==> src/rtl/pipe_stage_skid.sv <==
// rtl/pipe_stage_skid.sv - inter-stage pipeline register with 2-entry skid buffer and valid/ready handshake
// Optional back-pressure counter enabled by defining PIPE_STALL_CNT_EN.
module pipe_stage_skid #(
  parameter int DATA_W = 64,
  parameter int CTRL_W = 9,
  parameter int CNT_W  = 16
) (
  input  logic              clk,
  input  logic              reset,
  input  logic              flush,
  input  logic              in_valid,
  output logic              in_ready,
  input  logic [DATA_W-1:0] in_data,
  input  logic [CTRL_W-1:0] in_ctrl,
  output logic              out_valid,
  input  logic              out_ready,
  output logic [DATA_W-1:0] out_data,
  output logic [CTRL_W-1:0] out_ctrl,
  output logic [CNT_W-1:0]  stall_cnt
);

  typedef enum logic [1:0] {
    S_EMPTY = 2'd0,
    S_ONE   = 2'd1,
    S_TWO   = 2'd2
  } state_t;

  state_t              state_q, state_d;
  logic [DATA_W-1:0]   main_data_q, main_data_d;
  logic [CTRL_W-1:0]   main_ctrl_q, main_ctrl_d;
  logic [DATA_W-1:0]   skid_data_q, skid_data_d;
  logic [CTRL_W-1:0]   skid_ctrl_q, skid_ctrl_d;
  logic                in_fire;
  logic                out_fire;

  // Handshake outputs depend only on state registers (plus reset), never on out_ready.
  assign out_valid = (state_q != S_EMPTY);
  assign in_ready  = (state_q != S_TWO) & ~reset;
  assign in_fire   = in_valid & in_ready;
  assign out_fire  = out_valid & out_ready;

  assign out_data  = main_data_q;
  assign out_ctrl  = out_valid ? main_ctrl_q : '0;

  always_comb begin
    state_d     = state_q;
    main_data_d = main_data_q;
    main_ctrl_d = main_ctrl_q;
    skid_data_d = skid_data_q;
    skid_ctrl_d = skid_ctrl_q;
    if (flush) begin
      state_d = S_EMPTY;
    end else begin
      unique case (state_q)
        S_EMPTY: begin
          if (in_fire) begin
            state_d     = S_ONE;
            main_data_d = in_data;
            main_ctrl_d = in_ctrl;
          end
        end
        S_ONE: begin
          if (in_fire && out_fire) begin
            main_data_d = in_data;
            main_ctrl_d = in_ctrl;
          end else if (in_fire) begin
            state_d     = S_TWO;
            skid_data_d = in_data;
            skid_ctrl_d = in_ctrl;
          end else if (out_fire) begin
            state_d = S_EMPTY;
          end
        end
        S_TWO: begin
          if (out_fire) begin
            state_d     = S_ONE;
            main_data_d = skid_data_q;
            main_ctrl_d = skid_ctrl_q;
          end
        end
        default: state_d = S_EMPTY;
      endcase
    end
  end

  always_ff @(posedge clk) begin
    if (reset) begin
      state_q     <= S_EMPTY;
      main_data_q <= '0;
      main_ctrl_q <= '0;
      skid_data_q <= '0;
      skid_ctrl_q <= '0;
    end else begin
      state_q     <= state_d;
      main_data_q <= main_data_d;
      main_ctrl_q <= main_ctrl_d;
      skid_data_q <= skid_data_d;
      skid_ctrl_q <= skid_ctrl_d;
    end
  end

`ifdef PIPE_STALL_CNT_EN
  logic [CNT_W-1:0] stall_cnt_q;

  // Saturating; flush deliberately leaves the count alone.
  always_ff @(posedge clk) begin
    if (reset) begin
      stall_cnt_q <= '0;
    end else if (out_valid && !out_ready && (stall_cnt_q != '1)) begin
      stall_cnt_q <= stall_cnt_q + CNT_W'(1);
    end
  end

  assign stall_cnt = stall_cnt_q;
`else
  assign stall_cnt = '0;
`endif

endmodule

==> config.mk <==
export PLATFORM = sky130hd
export DESIGN_NAME = pipe_stage_skid
export DESIGN_NICKNAME = d
export VERILOG_FILES = /design/src/rtl/pipe_stage_skid.sv
export SDC_FILE = /design/constraint.sdc
export NUM_CORES = 1
export LEC_CHECK = 0
export CAP_MARGIN = 20
export CELL_PAD_IN_SITES_DETAIL_PLACEMENT = 1
export CELL_PAD_IN_SITES_GLOBAL_PLACEMENT = 2
export CORE_MARGIN = 4
export CORE_UTILIZATION = 32
export CTS_CLUSTER_SIZE = 12
export DETAILED_ROUTE_END_ITERATION = 7
export GPL_ROUTABILITY_DRIVEN = 1
export PLACE_DENSITY_LB_ADDON = 0.1
export RECOVER_POWER = 100
export SLEW_MARGIN = 20
export SYNTH_ARGS = -nofsm -noshare
export SYNTH_HDL_FRONTEND = slang
export SYNTH_SLANG_ARGS = --single-unit
==> constraint.sdc <==
create_clock -name clk -period 2.9 [get_ports clk]
set_input_delay 0.29 -clock clk [delete_from_list [all_inputs] [get_ports clk]]
set_output_delay 0.29 -clock clk [all_outputs]
set_load 0.05 [all_outputs]
==> flow_summary.json, run 1 <==
{
  "yosysUniqueCellTypes": 29,
  "layout_commonest_cell": "dfxtp_1",
  "pre_cts_ws_ns": 0.594,
  "die_x_um": 155,
  "worstPathCellList": "nor2_1 -> nor2b_1 -> dlygate4sd3_1",
  "cts_resized": 0,
  "setup_viol": 0,
  "clock_latency_ns": 0.42,
  "status": "complete, no violations",
  "critPathArrivalTime_ns": 2.39,
  "routed.top_layer": "met5",
  "cts-root-buf": "clkbuf_16",
  "cts_buffers": 17,
  "gp_congestion": 0.742,
  "powerDensity_nw_per_um2": 582,
  "drcViolationCount": 0,
  "grt_pass1_vias": 6725,
  "grt_first_pass_wirelength_um": 37200,
  "critPathTopFamily": "buffers and inverters",
  "port_buffers": 152,
  "wl_met1_um": 10400,
  "cp_max_fo": 10,
  "synth_compound_area_share_pct": 28.2,
  "worst-path-buf-inv": 1,
  "routed_via_density": 5.68,
  "die_area_sq_um": 24000,
  "slowest_stage": "dlygate4sd3_1",
  "synth_cells": 732,
  "path_class": "reg2out",
  "pwr-share-comb_pct": 14.8,
  "fmax_ghz": 0.373,
  "grt_setup_unrepaired": "false",
  "p_switching_uw": 1420,
  "clkPwrFrac_pct": 44.5,
  "synth_top_family_by_area": "compound AO/OA/AOI/OAI gates",
  "hold_viol_final": 0,
  "clock_path_buffers": 2,
  "endpoint_kind": "output pin",
  "fp-row-count": 53,
  "ys_seq_area_share_pct": 42.9,
  "setup-tns-final_ns": 0,
  "ios": 169,
  "cp_data_required_time_ns": 2.61,
  "dr_wl_met2_um": 11400,
  "wl_met3_um": 1150,
  "period_share_pct": 92.4,
  "setup_slack_ns": 0.219,
  "wl_um": 23300,
  "areaGrowthSynthToFinish_pct": 30.5,
  "htree_num_levels": 4,
  "grt_usage_pct": 19.3,
  "cp-start-kind": "register",
  "slew_headroom_pct": 24.8,
  "synth_area_sq_um": 6900,
  "grt_max_degree": 89,
  "overflow": 0,
  "clk_pin_slew_ns": 0.07,
  "drive_gt1_share_pct": 7.29,
  "syn_avg_cell_area_sq_um": 9.43,
  "dp_hpwl_um": 13900,
  "diodes": 0,
  "fp.dieH_um": 155,
  "cts_tree": "yes",
  "max_stage_delay_ns": 0.79,
  "power.share.sequential_pct": 40.7,
  "synth_adder_area_share_pct": 0,
  "drtIter0Drc": 283,
  "sw_frac_of_total_pct": 27.0,
  "p_leak_uw": 0.00357,
  "synthFlopType": "dfxtp_1",
  "hold_buffers": 0,
  "ant_nets": 0,
  "synth_mux_area_share_pct": 10.7,
  "initial_utilization_pct": 32.7,
  "layout_common_cells": "dfxtp_1, dlygate4sd3_1, clkdlybuf4s50_1",
  "nets": 902,
  "synth-async-reset-ratio_pct": 0,
  "yosys-top-cells-area": "dfxtp_1, mux2i_1, a311oi_1",
  "synth_edf_count": 0,
  "final.min_clock_period_ns": 2.68,
  "cap_violations": 0,
  "antenna_found_initial": 3,
  "hold_path.class": "in2reg",
  "cts.sinks": 148,
  "finClkSkew_ns": 0.0104,
  "synth_top_area_share_pct": 42.9,
  "synth_largest_area_cell": "dfxtp_1",
  "irDropWorstVdd_v": 0.000347,
  "synth_xor_area_share_pct": 0,
  "synth_simple_gate_area_share_pct": 7.60,
  "vias": 6320,
  "slew_violations": 0,
  "ys_warn_count": 0,
  "wire_per_inst_um": 20.9,
  "tightest_slew_ns": 1.13,
  "p_int_uw": 3830,
  "cts_setup_buffers": 0,
  "fillers": 2351,
  "ys_ff_latch": 148,
  "coreArea_sq_um": 21100,
  "first_pass_iters": 6
}
Yosys cell counts (all sizes together), types with 2 or more instances:
library cell / number
and4bb: 2
clkbuf: 35
a211oi: 74
nand3: 73
mux2i: 74
buf: 80
nor2: 4
a311oi: 73
nand2b: 2
nor2b: 11
dfxtp: 148
a21oi: 74
o21ai: 73
path summary, 6_finish.rpt:
path / start / to / slack [ns] / cells past startpoint
max: state_q[1] / out_ctrl[4] / 0.22 / 3
min: reset / skid_data_q[32] / 0.29 / 2
max reg2reg: state_q[0] / out_data[35] / 0.44 / 4
min reg2reg: skid_data_q[40] / skid_data_q[40] / 0.48 / 2
per-stage QoR:
stage / cells / instance area (sq um) / util, % / total power, uW / hold WS (ns)
final: 1112 / 9010 / 42.7 / 5240 / 0.286
after global routing: 1112 / 9010 / 42.7 / 5470 / 0.289
after floorplan: 747 / 6960 / - / 2670 / 0.363
after global placement: 1080 / 8430 / 40.0 / 2970 / 0.459
after detailed placement: 1080 / 8430 / 40.0 / 2980 / 0.472
after CTS: 1112 / 9050 / 42.9 / 5330 / 0.269
layout make-up:
type                            count  area [sq um]  area share [%]
Timing Repair Buffer              173          1740            19.4
Inverter                            1          3.75          0.0417
Sequential cell                   148          2960            32.9
Multi-Input combinational cell    483          3330            37.0
Tap cell                          275           344            3.82
Clock inverter                     13           180            2.00
Clock buffer                       19           443            4.92
cells by family (layout without fill, tap and decap cells):
group | Yosys count | count (layout)
compound gates | 296 | 296
buf+inv | 116 | 206
simple gates | 97 | 97
other cells | 1 | 16
flops | 148 | 148
mux | 74 | 74
power groups by stage:
stage          clock, uW  sequential (uW)  combinational, uW
2_1_floorplan          0             2330                339
3_5_place_dp           0             2180                802
3_3_place_gp           0             2180                793
5_1_grt             2500             2140                828
6_report            2330             2130                778
4_1_cts             2390             2140                805
state kept, by name (all words and copies together), names as in the netlist:
register	cells
out_data	64
skid_ctrl_q	9
skid_data_q	64
main_ctrl_q	9
state_q	2
per-layer routing:
layer	GRT usage [%]	vias up
met3	5.01	26
li1	-	2955
met1	24.8	3171
met2	32.6	162
met5	0	-
met4	4.58	6
No activity file was read; power rests on OpenSTA's default activity.
==> run 2: changes to the inputs <==
TNS_END_PERCENT = 1   (was unset)
==> results of run 2 <==
Final layout, timing and power as in run 1 (identical DEF).
==> run 3: changes to the inputs <==
CELL_PAD_IN_SITES_DETAIL_PLACEMENT = unset   (was 1)
CELL_PAD_IN_SITES_GLOBAL_PLACEMENT = unset   (was 2)
CORE_UTILIZATION = 54   (was 32)
PLACE_DENSITY = 0.86   (was unset)
PLACE_DENSITY_LB_ADDON = unset   (was 0.1)
==> flow_summary.json, run 3 (synthesized netlist as in run 1, its figures left out) <==
{
  "cts_setup_buffers": 0,
  "areaGrowthSynthToFinish_pct": 26.9,
  "clock_path_buffers": 2,
  "tightest_slew_ns": 1.29,
  "drcViolationCount": 0,
  "fillers": 974,
  "final.min_clock_period_ns": 2.76,
  "cap_violations": 0,
  "area.sequential_sq_um": 2960,
  "dp_cells": 974,
  "slowest_stage": "clkdlybuf4s50_1",
  "irDropWorstVdd_v": 0.000353,
  "status": "complete, no violations",
  "hold_ws_ns": 0.307,
  "layout_commonest_cell": "dfxtp_1",
  "grt_usage_pct": 27.1,
  "gp_congestion": 0.815,
  "dp_hpwl_um": 12100,
  "vias": 6599,
  "cts-root-buf": "clkbuf_16",
  "drive_gt1_share_pct": 6.72,
  "htree_num_levels": 4,
  "period_share_pct": 95.1,
  "setup-tns-final_ns": 0,
  "grt_pass1_vias": 6431,
  "cp_max_fo": 10,
  "wire_per_inst_um": 20.2,
  "drtIter0Drc": 803,
  "initial_utilization_pct": 54.9,
  "cp-start-kind": "register",
  "path_class": "reg2out",
  "grt_first_pass_wirelength_um": 32500,
  "final_cells": 1005,
  "clk_pin_slew_ns": 0.06,
  "wl_um": 20300,
  "diodes": 0,
  "routed_via_density": 6.57,
  "grt_setup_unrepaired": "false",
  "hold_viol_final": 0,
  "overflow": 0,
  "fp.dieH_um": 121,
  "ant_nets": 0,
  "port_buffers": 152,
  "slew_violations": 0,
  "ios": 169,
  "cts_buffers": 17,
  "cts_resized": 0,
  "finClkSkew_ns": 0.00956,
  "cts.sinks": 148,
  "p_leak_uw": 0.00350,
  "antenna_found_initial": 0,
  "power.total_uw": 5070,
  "worstPathCellList": "nor2_1 -> nor2b_1 -> clkdlybuf4s50_1",
  "layout_common_cells": "dfxtp_1, clkdlybuf4s50_1, mux2i_1, a211oi_1, a21oi_1",
  "fmax_ghz": 0.362,
  "powerDensity_nw_per_um2": 579,
  "endpoint_kind": "output pin",
  "die_x_um": 121,
  "max_stage_delay_ns": 0.75,
  "nets": 899,
  "critPathArrivalTime_ns": 2.47,
  "slew_headroom_pct": 14.1,
  "first_pass_iters": 5,
  "die_area_sq_um": 14700,
  "coreArea_sq_um": 12600,
  "setup_viol": 0,
  "multi_input_area_sq_um": 3320,
  "hold_path.class": "in2reg",
  "fp-row-count": 41,
  "hold_buffers": 0,
  "cp_data_required_time_ns": 2.61,
  "clock_latency_ns": 0.41,
  "grt_max_degree": 90,
  "cts_tree": "yes"
}
==> run 3: changes by cell type in the layout (fill, tap and decap cells not counted), sizes merged <==
cell | before | now
clkdlybuf4s50 | 75 | 83
inv | 2 | 1
bufinv | 4 | 3
clkinvlp | 3 | 1
dlygate4sd3 | 75 | 68
clkbuf | 25 | 23
buf | 17 | 18
==> run 3: layer usage <==
metal	GRT usage (%)	wire length, um	part of all wire, %	up-vias
met4	10.1	465	2.3	0
li1	-	-	-	2962
met5	0	0	0	-
met1	35.4	8290	41	3196
met2	44.3	10100	49	387
met3	5.41	1530	7.5	54
==> run 3: final cells by class <==
class | instances | area share [%]
multi-input cells | 483 | 37.9
flip-flops and latches | 148 | 33.8
repair buffers | 170 | 19.0
clock buffers | 22 | 5.19
well taps | 172 | 2.46
clock inverters | 9 | 1.49
inverters | 1 | 0.0429
==> run 3: stage by stage <==
| step | instance area (sq um) | util, % | setup WS (ns) |
|---|---|---|---|
| 5_1_grt | 8750 | 69.6 | 0.0316 |
| 3_5_place_dp | 8180 | 65.1 | 0.581 |
| 2_1_floorplan | 6960 | - | 0.963 |
| 4_1_cts | 8770 | 69.8 | 0.139 |
| 3_3_place_gp | 8180 | 65.1 | 0.507 |
| 6_report | 8750 | 69.6 | 0.141 |
==> run 3: worst max-delay path: cells and delay by family, from the launching register on <==
family | cells | cell delay (ns)
and+or+nand+nor | 2 | 0.87
buffers and inverters | 1 | 0.75
DFF | 1 | 0.43
==> run 3: power by group <==
group / switching, uW / leakage (uW) / internal, uW
Combinational: 501 / 0.00202 / 263
Sequential: 37.8 / 0.00120 / 2100
Clock: 806 / 0.000284 / 1370
Total: 1340 / 0.00350 / 3730
==> run 3: final timing paths <==
path,end,start,slack [ns],depth (start not counted)
max reg2reg,out_data[32],state_q[1],0.49,4
min,skid_data_q[12],reset,0.31,2
max,out_ctrl[8],state_q[1],0.14,3
min reg2reg,skid_ctrl_q[8],skid_ctrl_q[8],0.47,2
